==> config.mk <==
export PLATFORM = sky130hd
export DESIGN_NAME = shared_mem_ctrl_flat
export DESIGN_NICKNAME = d
export VERILOG_FILES = /design/src/rtl/shared_mem_ctrl_if.sv /design/src/rtl/shared_mem_ctrl.sv /design/src/flat_wrapper.sv
export SDC_FILE = /design/constraint.sdc
export NUM_CORES = 1
export LEC_CHECK = 0
export ABC_AREA = 1
export BUFFER_PORTS_ARGS = -buffer_cell sky130_fd_sc_hd__clkbuf_2
export CAP_MARGIN = 15
export CORE_MARGIN = 2
export CORE_UTILIZATION = 45
export DETAILED_ROUTE_END_ITERATION = 12
export HOLD_SLACK_MARGIN = 0.12
export PLACE_DENSITY = 0.8
export SETUP_SLACK_MARGIN = 0.15
export SKIP_CTS_REPAIR_TIMING = 1
export SLEW_MARGIN = 40
export SYNTH_ARGS = -nofsm -noshare
export SYNTH_HDL_FRONTEND = slang
export SYNTH_SLANG_ARGS = --single-unit
export TNS_END_PERCENT = 100
==> constraint.sdc <==
create_clock -name clk -period 1.8 [get_ports clk]
set_clock_uncertainty 0.15 [all_clocks]
set_input_delay 0.18 -clock clk [delete_from_list [all_inputs] [get_ports clk]]
set_output_delay 0.18 -clock clk [all_outputs]
set_load 0.05 [all_outputs]
==> src/rtl/shared_mem_ctrl_if.sv <==
// Bundle of core request, arbiter and shared-memory signals around shared_mem_ctrl.
// slave is the controller's view; master is the cores/arbiter/memory side.
interface shared_mem_ctrl_if #(
  parameter int unsigned ADDR_W = 8,
  parameter int unsigned DATA_W = 32
);
  logic [2:0]             core_req;
  logic [2:0]             core_we;
  logic [2:0][ADDR_W-1:0] core_addr;
  logic [2:0][DATA_W-1:0] core_wdata;
  logic [2:0]             arb_req;
  logic [2:0]             gnt_arb;
  logic                   mem_en;
  logic                   mem_we;
  logic [ADDR_W-1:0]      mem_addr;
  logic [DATA_W-1:0]      mem_wdata;
  logic [DATA_W-1:0]      mem_rdata;
  logic [2:0]             core_ack;
  logic [DATA_W-1:0]      core_rdata;
  logic                   busy;
  logic [1:0]             owner;
  logic                   grant_err;

  modport slave (
    input  core_req, core_we, core_addr, core_wdata, gnt_arb, mem_rdata,
    output arb_req, mem_en, mem_we, mem_addr, mem_wdata, core_ack, core_rdata,
           busy, owner, grant_err
  );

  modport master (
    output core_req, core_we, core_addr, core_wdata, gnt_arb, mem_rdata,
    input  arb_req, mem_en, mem_we, mem_addr, mem_wdata, core_ack, core_rdata,
           busy, owner, grant_err
  );
endinterface

==> src/rtl/shared_mem_ctrl.sv <==
// Shared single-port memory controller: samples the arbiter grant once per transaction,
// performs one memory access for the owning core and returns a one-cycle acknowledge.
module shared_mem_ctrl #(
  parameter int unsigned ADDR_W  = 8,
  parameter int unsigned DATA_W  = 32,
  parameter int unsigned MEM_LAT = 2
) (
  input logic             clk,
  input logic             rst,
  shared_mem_ctrl_if.slave bus
);

  localparam int unsigned NCORE = 3;
  localparam int unsigned CNT_W = 3;
  localparam int unsigned OWN_W = 2;
  localparam logic [OWN_W-1:0] NO_OWNER = OWN_W'(3);

  typedef enum logic [1:0] {IDLE, ACCESS, WAIT, RESP} state_t;

  state_t              state;
  logic [CNT_W-1:0]    lat_cnt;
  logic [OWN_W-1:0]    owner_q;
  logic [OWN_W-1:0]    sel;
  logic [NCORE-1:0]    qual;
  logic                multi_gnt;
  logic [NCORE-1:0]    ack_q;
  logic                mem_en_q;
  logic                mem_we_q;
  logic [ADDR_W-1:0]   mem_addr_q;
  logic [DATA_W-1:0]   mem_wdata_q;
  logic [DATA_W-1:0]   rdata_q;
  logic                busy_q;
  logic                grant_err_q;

  // Only grant bits backed by a live request count.
  assign qual      = bus.core_req & bus.gnt_arb;
  assign multi_gnt = (qual & (qual - NCORE'(1))) != '0;

  // Lowest qualified index wins when the arbiter misbehaves.
  always_comb begin
    sel = '0;
    if (qual[0])      sel = OWN_W'(0);
    else if (qual[1]) sel = OWN_W'(1);
    else if (qual[2]) sel = OWN_W'(2);
  end

  always_ff @(posedge clk) begin
    if (rst) begin
      state       <= IDLE;
      lat_cnt     <= '0;
      owner_q     <= NO_OWNER;
      ack_q       <= '0;
      mem_en_q    <= 1'b0;
      mem_we_q    <= 1'b0;
      mem_addr_q  <= '0;
      mem_wdata_q <= '0;
      rdata_q     <= '0;
      busy_q      <= 1'b0;
      grant_err_q <= 1'b0;
    end else begin
      mem_en_q    <= 1'b0;
      mem_we_q    <= 1'b0;
      ack_q       <= '0;
      grant_err_q <= 1'b0;
      case (state)
        IDLE: begin
          if (qual != '0) begin
            state       <= ACCESS;
            owner_q     <= sel;
            busy_q      <= 1'b1;
            mem_en_q    <= 1'b1;
            mem_we_q    <= bus.core_we[sel];
            mem_addr_q  <= bus.core_addr[sel];
            mem_wdata_q <= bus.core_wdata[sel];
            grant_err_q <= multi_gnt;
          end
        end
        ACCESS: begin
          // mem_we_q still holds the latched direction during ACCESS.
          if (mem_we_q) begin
            state <= RESP;
            ack_q <= NCORE'(1) << owner_q;
          end else begin
            state   <= WAIT;
            lat_cnt <= CNT_W'(1);
          end
        end
        WAIT: begin
          if (lat_cnt == CNT_W'(MEM_LAT)) begin
            rdata_q <= bus.mem_rdata;
            state   <= RESP;
            ack_q   <= NCORE'(1) << owner_q;
          end else begin
            lat_cnt <= lat_cnt + CNT_W'(1);
          end
        end
        RESP: begin
          state   <= IDLE;
          owner_q <= NO_OWNER;
          busy_q  <= 1'b0;
        end
        default: state <= IDLE;
      endcase
      // Ownership is locked: any grant seen while busy is a protocol error only.
      if (state != IDLE && bus.gnt_arb != '0) grant_err_q <= 1'b1;
    end
  end

  assign bus.arb_req    = (state == IDLE) ? bus.core_req : '0;
  assign bus.mem_en     = mem_en_q;
  assign bus.mem_we     = mem_we_q;
  assign bus.mem_addr   = mem_addr_q;
  assign bus.mem_wdata  = mem_wdata_q;
  assign bus.core_ack   = ack_q;
  assign bus.core_rdata = rdata_q;
  assign bus.busy       = busy_q;
  assign bus.owner      = owner_q;
  assign bus.grant_err  = grant_err_q;

endmodule

==> src/flat_wrapper.sv <==
// flat-port wrapper written by rule: the top's interface ports become plain ports
module shared_mem_ctrl_flat 
#(
  parameter int unsigned ADDR_W  = 8,
  parameter int unsigned DATA_W  = 32,
  parameter int unsigned MEM_LAT = 2
)
  (clk, rst, bus_core_req, bus_core_we, bus_core_addr, bus_core_wdata, bus_gnt_arb, bus_mem_rdata, bus_arb_req, bus_mem_en, bus_mem_we, bus_mem_addr, bus_mem_wdata, bus_core_ack, bus_core_rdata, bus_busy, bus_owner, bus_grant_err);
  shared_mem_ctrl_if #(.ADDR_W(ADDR_W), .DATA_W(DATA_W)) bus_i ();
  input logic clk;
  input logic rst;
  input wire logic [$bits(bus_i.core_req)-1:0] bus_core_req;
  input wire logic [$bits(bus_i.core_we)-1:0] bus_core_we;
  input wire logic [$bits(bus_i.core_addr)-1:0] bus_core_addr;
  input wire logic [$bits(bus_i.core_wdata)-1:0] bus_core_wdata;
  input wire logic [$bits(bus_i.gnt_arb)-1:0] bus_gnt_arb;
  input wire logic [$bits(bus_i.mem_rdata)-1:0] bus_mem_rdata;
  output wire logic [$bits(bus_i.arb_req)-1:0] bus_arb_req;
  output wire logic [$bits(bus_i.mem_en)-1:0] bus_mem_en;
  output wire logic [$bits(bus_i.mem_we)-1:0] bus_mem_we;
  output wire logic [$bits(bus_i.mem_addr)-1:0] bus_mem_addr;
  output wire logic [$bits(bus_i.mem_wdata)-1:0] bus_mem_wdata;
  output wire logic [$bits(bus_i.core_ack)-1:0] bus_core_ack;
  output wire logic [$bits(bus_i.core_rdata)-1:0] bus_core_rdata;
  output wire logic [$bits(bus_i.busy)-1:0] bus_busy;
  output wire logic [$bits(bus_i.owner)-1:0] bus_owner;
  output wire logic [$bits(bus_i.grant_err)-1:0] bus_grant_err;
  assign bus_i.core_req = bus_core_req;
  assign bus_i.core_we = bus_core_we;
  assign bus_i.core_addr = bus_core_addr;
  assign bus_i.core_wdata = bus_core_wdata;
  assign bus_i.gnt_arb = bus_gnt_arb;
  assign bus_i.mem_rdata = bus_mem_rdata;
  assign bus_arb_req = bus_i.arb_req;
  assign bus_mem_en = bus_i.mem_en;
  assign bus_mem_we = bus_i.mem_we;
  assign bus_mem_addr = bus_i.mem_addr;
  assign bus_mem_wdata = bus_i.mem_wdata;
  assign bus_core_ack = bus_i.core_ack;
  assign bus_core_rdata = bus_i.core_rdata;
  assign bus_busy = bus_i.busy;
  assign bus_owner = bus_i.owner;
  assign bus_grant_err = bus_i.grant_err;
  shared_mem_ctrl #(.ADDR_W(ADDR_W), .DATA_W(DATA_W), .MEM_LAT(MEM_LAT)) u_core (.clk(clk), .rst(rst), .bus(bus_i));
endmodule
==> Word level (Yosys, flattened, before mapping) <==
Index checks and enable logic that the tools add are counted.
{ "word_totals": {"input_bits": 163, "wordCells": 70, "out_inout_bits": 84, "ff_bits": 86} }
{ "op_classes": {"eq_ne": 8, "n_mux": 28, "n_shift": 1, "addsub": 2, "bitwise_logic": 4, "n_lt_le_gt_ge": 1, "reduce_logical": 15} }
{ "ops": {"columns": ["cell", "n"], "rows": [
  ["$bmux W32 S2", 1],
  ["$mux W32", 1],
  ["$bmux W8 S2", 1],
  ["$mux W3", 5],
  ["$mux W2", 6],
  ["$pmux W3 S2", 2],
  ["$reduce_bool A3 Y1", 3],
  ["$mux W8", 1],
  ["$pmux W2 S4", 1],
  ["$reduce_and A2 Y1", 4],
  ["$mux W1", 7],
  ["$and A3 B3 Y3", 2],
  ["$reduce_bool A2 Y1", 3],
  ["$eq A2 B2 Y1 const B", 2],
  ["$ne A2 B1 Y1 const B", 2],
  ["$ne A2 B2 Y1 const B", 2],
  ["$pmux W2 S2", 1],
  ["$add A3 B1 Y3 const B", 1],
  ["$eq A3 B2 Y1 const B", 1],
  ["$lt A2 B3 Y1 const B", 1],
  ["$reduce_and A3 Y1", 1],
  ["$reduce_or A3 Y1", 1],
  ["$shl A1 B2 Y3 const A", 1],
  ["$sub A3 B1 Y3 const B", 1],
  ["other kinds (7)", 8]
]} }

==> Depth between registers and ports, before layout <==
{ "logic_depth": {"ltp_word": 7, "depth_mapped": 9, "ltp_nobuf": 9} }

==> Least setup slack after synthesis <==
Ideal clock, no wire load.
{ "synth_path": {"path_type": "reg2reg", "startpoint": "register u_core.state[0]", "endpoint": "register u_core.lat_cnt[0]", "required_time_ns": 1.533, "path_stages_with_launch": 8, "period_less_slack_ns": 1.560, "setup_time_ns": 0.117, "slack_ns": 0.240, "n_path_buf": 1, "arrival_ns": 1.293, "path_cell_list": "dfxtp_1 -> inv_1 -> ha_1 -> buf_2 -> nand2_1 -> nand3_1 -> nor3_1 -> nor2_1"} }
{ "synth_between": {"elab_chain_len": 3, "word_cells_on_any_way": 7, "cone_classes": "eq/ne: 4; mux: 1; reduce/logical: 2"} }
{ "synth_lines": {"columns": ["item", "line_no", "text"], "rows": [
  ["from (decl)", "shared_mem_ctrl.sv:20", "state_t state;"],
  ["from (signal assigned)", "shared_mem_ctrl.sv:49", "state <= IDLE;"],
  ["from (signal assigned)", "shared_mem_ctrl.sv:68", "state <= ACCESS;"],
  ["from (signal assigned)", "shared_mem_ctrl.sv:81", "state <= RESP;"],
  ["$eq A2 B2 Y1 or $eq A2 B1 Y1 (tied branches)", "shared_mem_ctrl.sv:65", "case (state)"],
  ["$ne A2 B2 Y1 (no line) or $reduce_bool A2 Y1 (tied branches)", null, null],
  ["$reduce_and A3 Y1 (no line)", null, null],
  ["to (signal assigned)", "shared_mem_ctrl.sv:94", "lat_cnt <= lat_cnt + CNT_W'(1);"],
  ["to (decl)", "shared_mem_ctrl.sv:21", "logic [CNT_W-1:0] lat_cnt;"]
]} }
Parallel ways exist; a longest one is shown, timed or not.
A chain may end at the register's enable or synchronous reset.

==> Worst setup path in the final report <==
{ "layout_path": {"startpoint": "register u_core.state[1]", "endpoint": "register u_core.mem_wdata_q[0] (netlist: u_core.bus.mem_wdata[0])"} }
{ "layout_between": {"elab_chain_len": 2} }
{ "layout_lines": {"columns": ["item", "line_no", "text"], "rows": [
  ["$logic_not A2 Y1", "shared_mem_ctrl.sv:65", null],
  ["$reduce_and A2 Y1 (no line)", null, null],
  ["to (signal assigned)", "shared_mem_ctrl.sv:74", "mem_wdata_q <= bus.core_wdata[sel];"],
  ["to (decl)", "shared_mem_ctrl.sv:30", "logic [DATA_W-1:0] mem_wdata_q;"]
]} }
No other way between the ends.

==> summary.log <==
[drt] routed length per placed instance 16.96 microns
[placement] Cell Count Post-Placement 1,040
[outcome] outcome finished, final reports clean
[yosys] area share of xor/xnor cells in the synthesized design 0.1901%
[placement] GPL Wtd Cong 0.8635
[sta] count of final hold-check violations 0
[sta] worst hold margin 0.1055 ns
[drt] total wire length 20,490 microns
[floorplanning] number of top-level pins 247
[global_routing] first-pass GRT wire length 22,770 microns
[clock_tree] total CTS buffers 9
[floorplanning] height of the die 105.2 microns
[yosys] adder and majority cell fraction of the synthesized area 1.901%
[power] maximum vdd ir drop 0.0006695 V
[yosys] dominant cell by count in the synthesized netlist sky130_fd_sc_hd__nand2_1
[worst_setup_path] element type at the critical path end register
[min_path] min-delay worst type primary input to register
[worst_setup_path] Max Fanout on Critical Path 59
[yosys] most instantiated flip-flop cell in the synthesis netlist sky130_fd_sc_hd__dfxtp_1
[sta] final worst-path cycle share 93.72%
[finish] area growth from synthesis to layout 68.60%
[clock_tree] clk sinks 86
[finish] layout cell share with drive strength beyond 1 28.86%
[drt] Pre-antenna DRT Iters 7
[finish] final core utilization 78.74%
[clock_tree] worst skew pair latency 0.35 ns
[clock_tree] clock-pin slew reported for the worst setup and hold paths after clock tree synthesis 0.10 ns
[yosys] Cell Area, Synth 4607 sq um
[clock_tree] clock tree from TritonCTS done
[yosys] fraction of the mapped netlist area in simple logic gates 33.22%
[sta] worst-margin pin slew 0.4597 ns
[drt] post-route antenna net violation count 0
[sta] relative max-transition margin 69.35%
[finish] post-route cell area 7767 sq um
[sta] final total negative setup slack 0 ns
[worst_setup_path] Critical Path Start Type register
[yosys] proportion of synthesized area in mux cells 0%
[sta] Period minus WS final 1.687 ns
[power] Lkg Pwr 4.033 nW
[floorplanning] area of the placeable core 9864 sq um
[yosys] share of the synthesized area in the top cell type 37.37%
[yosys] largest area contributor in the netlist sky130_fd_sc_hd__dfxtp_1
[power] power per standard cell area 1072 nW/um^2
[floorplanning] number of placement rows 36
[sta] unrepaired setup endpoints after global routing yes
[yosys] part of the Yosys area used for sequential elements 37.37%
[drt] drt initial violations 782
[placement] area of placed instances 5964 sq um
[yosys] number of standard cells after synthesis 690
[global_routing] maximum number of pins on one net before global-route repair 60
[clock_tree] Longest Clk Path Bufs 2
[clock_tree] htree depth 3
[clock_tree] Clk Tree Root Cell sky130_fd_sc_hd__clkbuf_8
[global_routing] total grt overflow 0
[worst_setup_path] worst-case register-to-register setup slack 0.11 ns
[floorplanning] starting density of the core 46.70%
[drt] vias after detailed routing 6,581
[yosys] compound-cell area share of the yosys netlist 13.36%
[sta] highest achievable clock rate 592.8 MHz
[yosys] average instance area after synthesis 6.677 sq um
[min_path] worst hold path stage count 5
[drt] via-per-instance ratio 5.448
[yosys] Cell variety after synth 24
[yosys] commonest cells in the synthesized netlist sky130_fd_sc_hd__nand2_1 (176), sky130_fd_sc_hd__a21oi_1 (119), sky130_fd_sc_hd__inv_1 (98)
[drt] DRC violations left 0
[global_routing] number of global-route vias before repair 4,770
[yosys] post-synthesis register bit count 86
[finish] Non-Filler Instances 1,208
[placement] HPWL after detailed placement 10,550 microns
[global_routing] Global Route Usage Sum 25.08%
[floorplanning] chip width 105.2 microns
[worst_setup_path] worst endpoint required time 1.88 ns
[yosys] main area contributors after synthesis sky130_fd_sc_hd__dfxtp_1 (37%), sky130_fd_sc_hd__nand2_1 (14%), sky130_fd_sc_hd__a21oi_1 (13%)
[sta] Max Slew Vio Count 0
[global_routing] initial antenna violation count 1
[worst_setup_path] Setup CP Type register to register
[finish] Nets 1,239
[run] Max Cap Violations 0
[yosys] Synthesis Warnings 0
[yosys] count of flip-flops with a built-in enable after synthesis 0
[sta] final setup vio count 0
[placement] buffers added on ports 246
[worst_setup_path] cell depth of the worst flop-to-flop path 7
[yosys] number of nets produced by synthesis 860
[worst_setup_path] signal arrival time at the worst endpoint 1.77 ns
[yosys] largest family of logic cells by synthesized area simple AND/OR/NAND/NOR gates
[yosys] fraction of synthesis flops using an asynchronous set or reset pin 0%
[floorplanning] Die Outline Area 11,060 sq um
==> layout make-up <==
type | count | area [sq um]
Clock buffer | 9 | 123.9
Tap cell | 133 | 166.4
Antenna cell | 1 | 2.502
Timing Repair Buffer | 417 | 3018
Fill cell | 591 | 2097
Multi-Input combinational cell | 455 | 2280
Clock inverter | 7 | 72.57
Inverter | 100 | 377.9
Sequential cell | 86 | 1727
==> critical path, stage by stage, from the launching register on <==
cell and delay, ns:
sky130_fd_sc_hd__dfxtp_4 0.38, sky130_fd_sc_hd__inv_4 0.05, sky130_fd_sc_hd__ha_4 0.17, sky130_fd_sc_hd__nand2_2 0.10, sky130_fd_sc_hd__buf_12 0.25, sky130_fd_sc_hd__nand2_1 0.22, sky130_fd_sc_hd__nand2_1 0.15, sky130_fd_sc_hd__a21oi_1 0.07
==> per-layer routing <==
layer / part of all wire, % / GRT usage (%) / up-vias
li1: - / - / 2963
met1: 36 / 31.36 / 2938
met2: 48 / 42.35 / 538
met3: 9.8 / 5.490 / 142
met4: 6.2 / 8.762 / 0
met5: 0 / 0 / -
==> sequential cells by signal (all words and copies together) (netlist names) <==
signal and cells:
u_core.bus.core_ack 3, u_core.bus.mem_addr 8, u_core.bus.grant_err 1, u_core.bus.mem_we 1, u_core.bus.busy 1, u_core.bus.core_rdata 32
u_core.state 2, u_core.lat_cnt 3, u_core.bus.mem_wdata 32, u_core.bus.owner 2, u_core.bus.mem_en 1
==> logic make-up after synthesis <==
| family | count (synthesis) |
|---|---|
| fa+ha+maj | 7 |
| compound gates | 123 |
| flops | 86 |
| buf+inv | 149 |
| xor+xnor | 1 |
| simple gates | 324 |
==> layout by cell type, fill, tap and decap left out, types with 7 or more instances in the layout <==
| master | netlist | layout |
|---|---|---|
| sky130_fd_sc_hd__nand2_1 | 176 | 172 |
| sky130_fd_sc_hd__dlygate4sd3_1 | 0 | 148 |
| sky130_fd_sc_hd__buf_4 | 7 | 12 |
| sky130_fd_sc_hd__clkbuf_8 | 0 | 9 |
| sky130_fd_sc_hd__a21oi_1 | 119 | 119 |
| sky130_fd_sc_hd__nand3b_1 | 41 | 41 |
| sky130_fd_sc_hd__buf_12 | 0 | 7 |
| sky130_fd_sc_hd__clkbuf_2 | 0 | 243 |
| sky130_fd_sc_hd__dfxtp_1 | 86 | 84 |
| sky130_fd_sc_hd__nand3_1 | 85 | 84 |
| sky130_fd_sc_hd__inv_1 | 98 | 93 |
| sky130_fd_sc_hd__nand2_2 | 4 | 7 |
==> final timing paths <==
path / start / endpoint
worst min-delay path: bus_gnt_arb[0] / u_core.bus.grant_err
worst min register to register: u_core.bus.core_rdata[5] / u_core.bus.core_rdata[5]
worst max register to register: u_core.state[1] / u_core.bus.mem_wdata[0]
worst max-delay path: u_core.state[1] / u_core.bus.mem_wdata[0]
==> power breakdown <==
part / switching [mW] / internal [mW] / leakage (nW)
registers: 0.245 / 2.28 / 0.705
logic: 3.03 / 1.42 / 3.23
clock network: 0.806 / 0.546 / 0.0970
==> through the flow <==
stage                     setup WS, ns  total power, mW
after floorplan                 0.2404            5.333
after global placement          0.1830            6.194
after detailed placement       0.09731            6.253
after CTS                      -0.1776            7.618
after global routing           0.06902            8.795
final                           0.1130            8.327
Power figures use the tool's default switching activity.
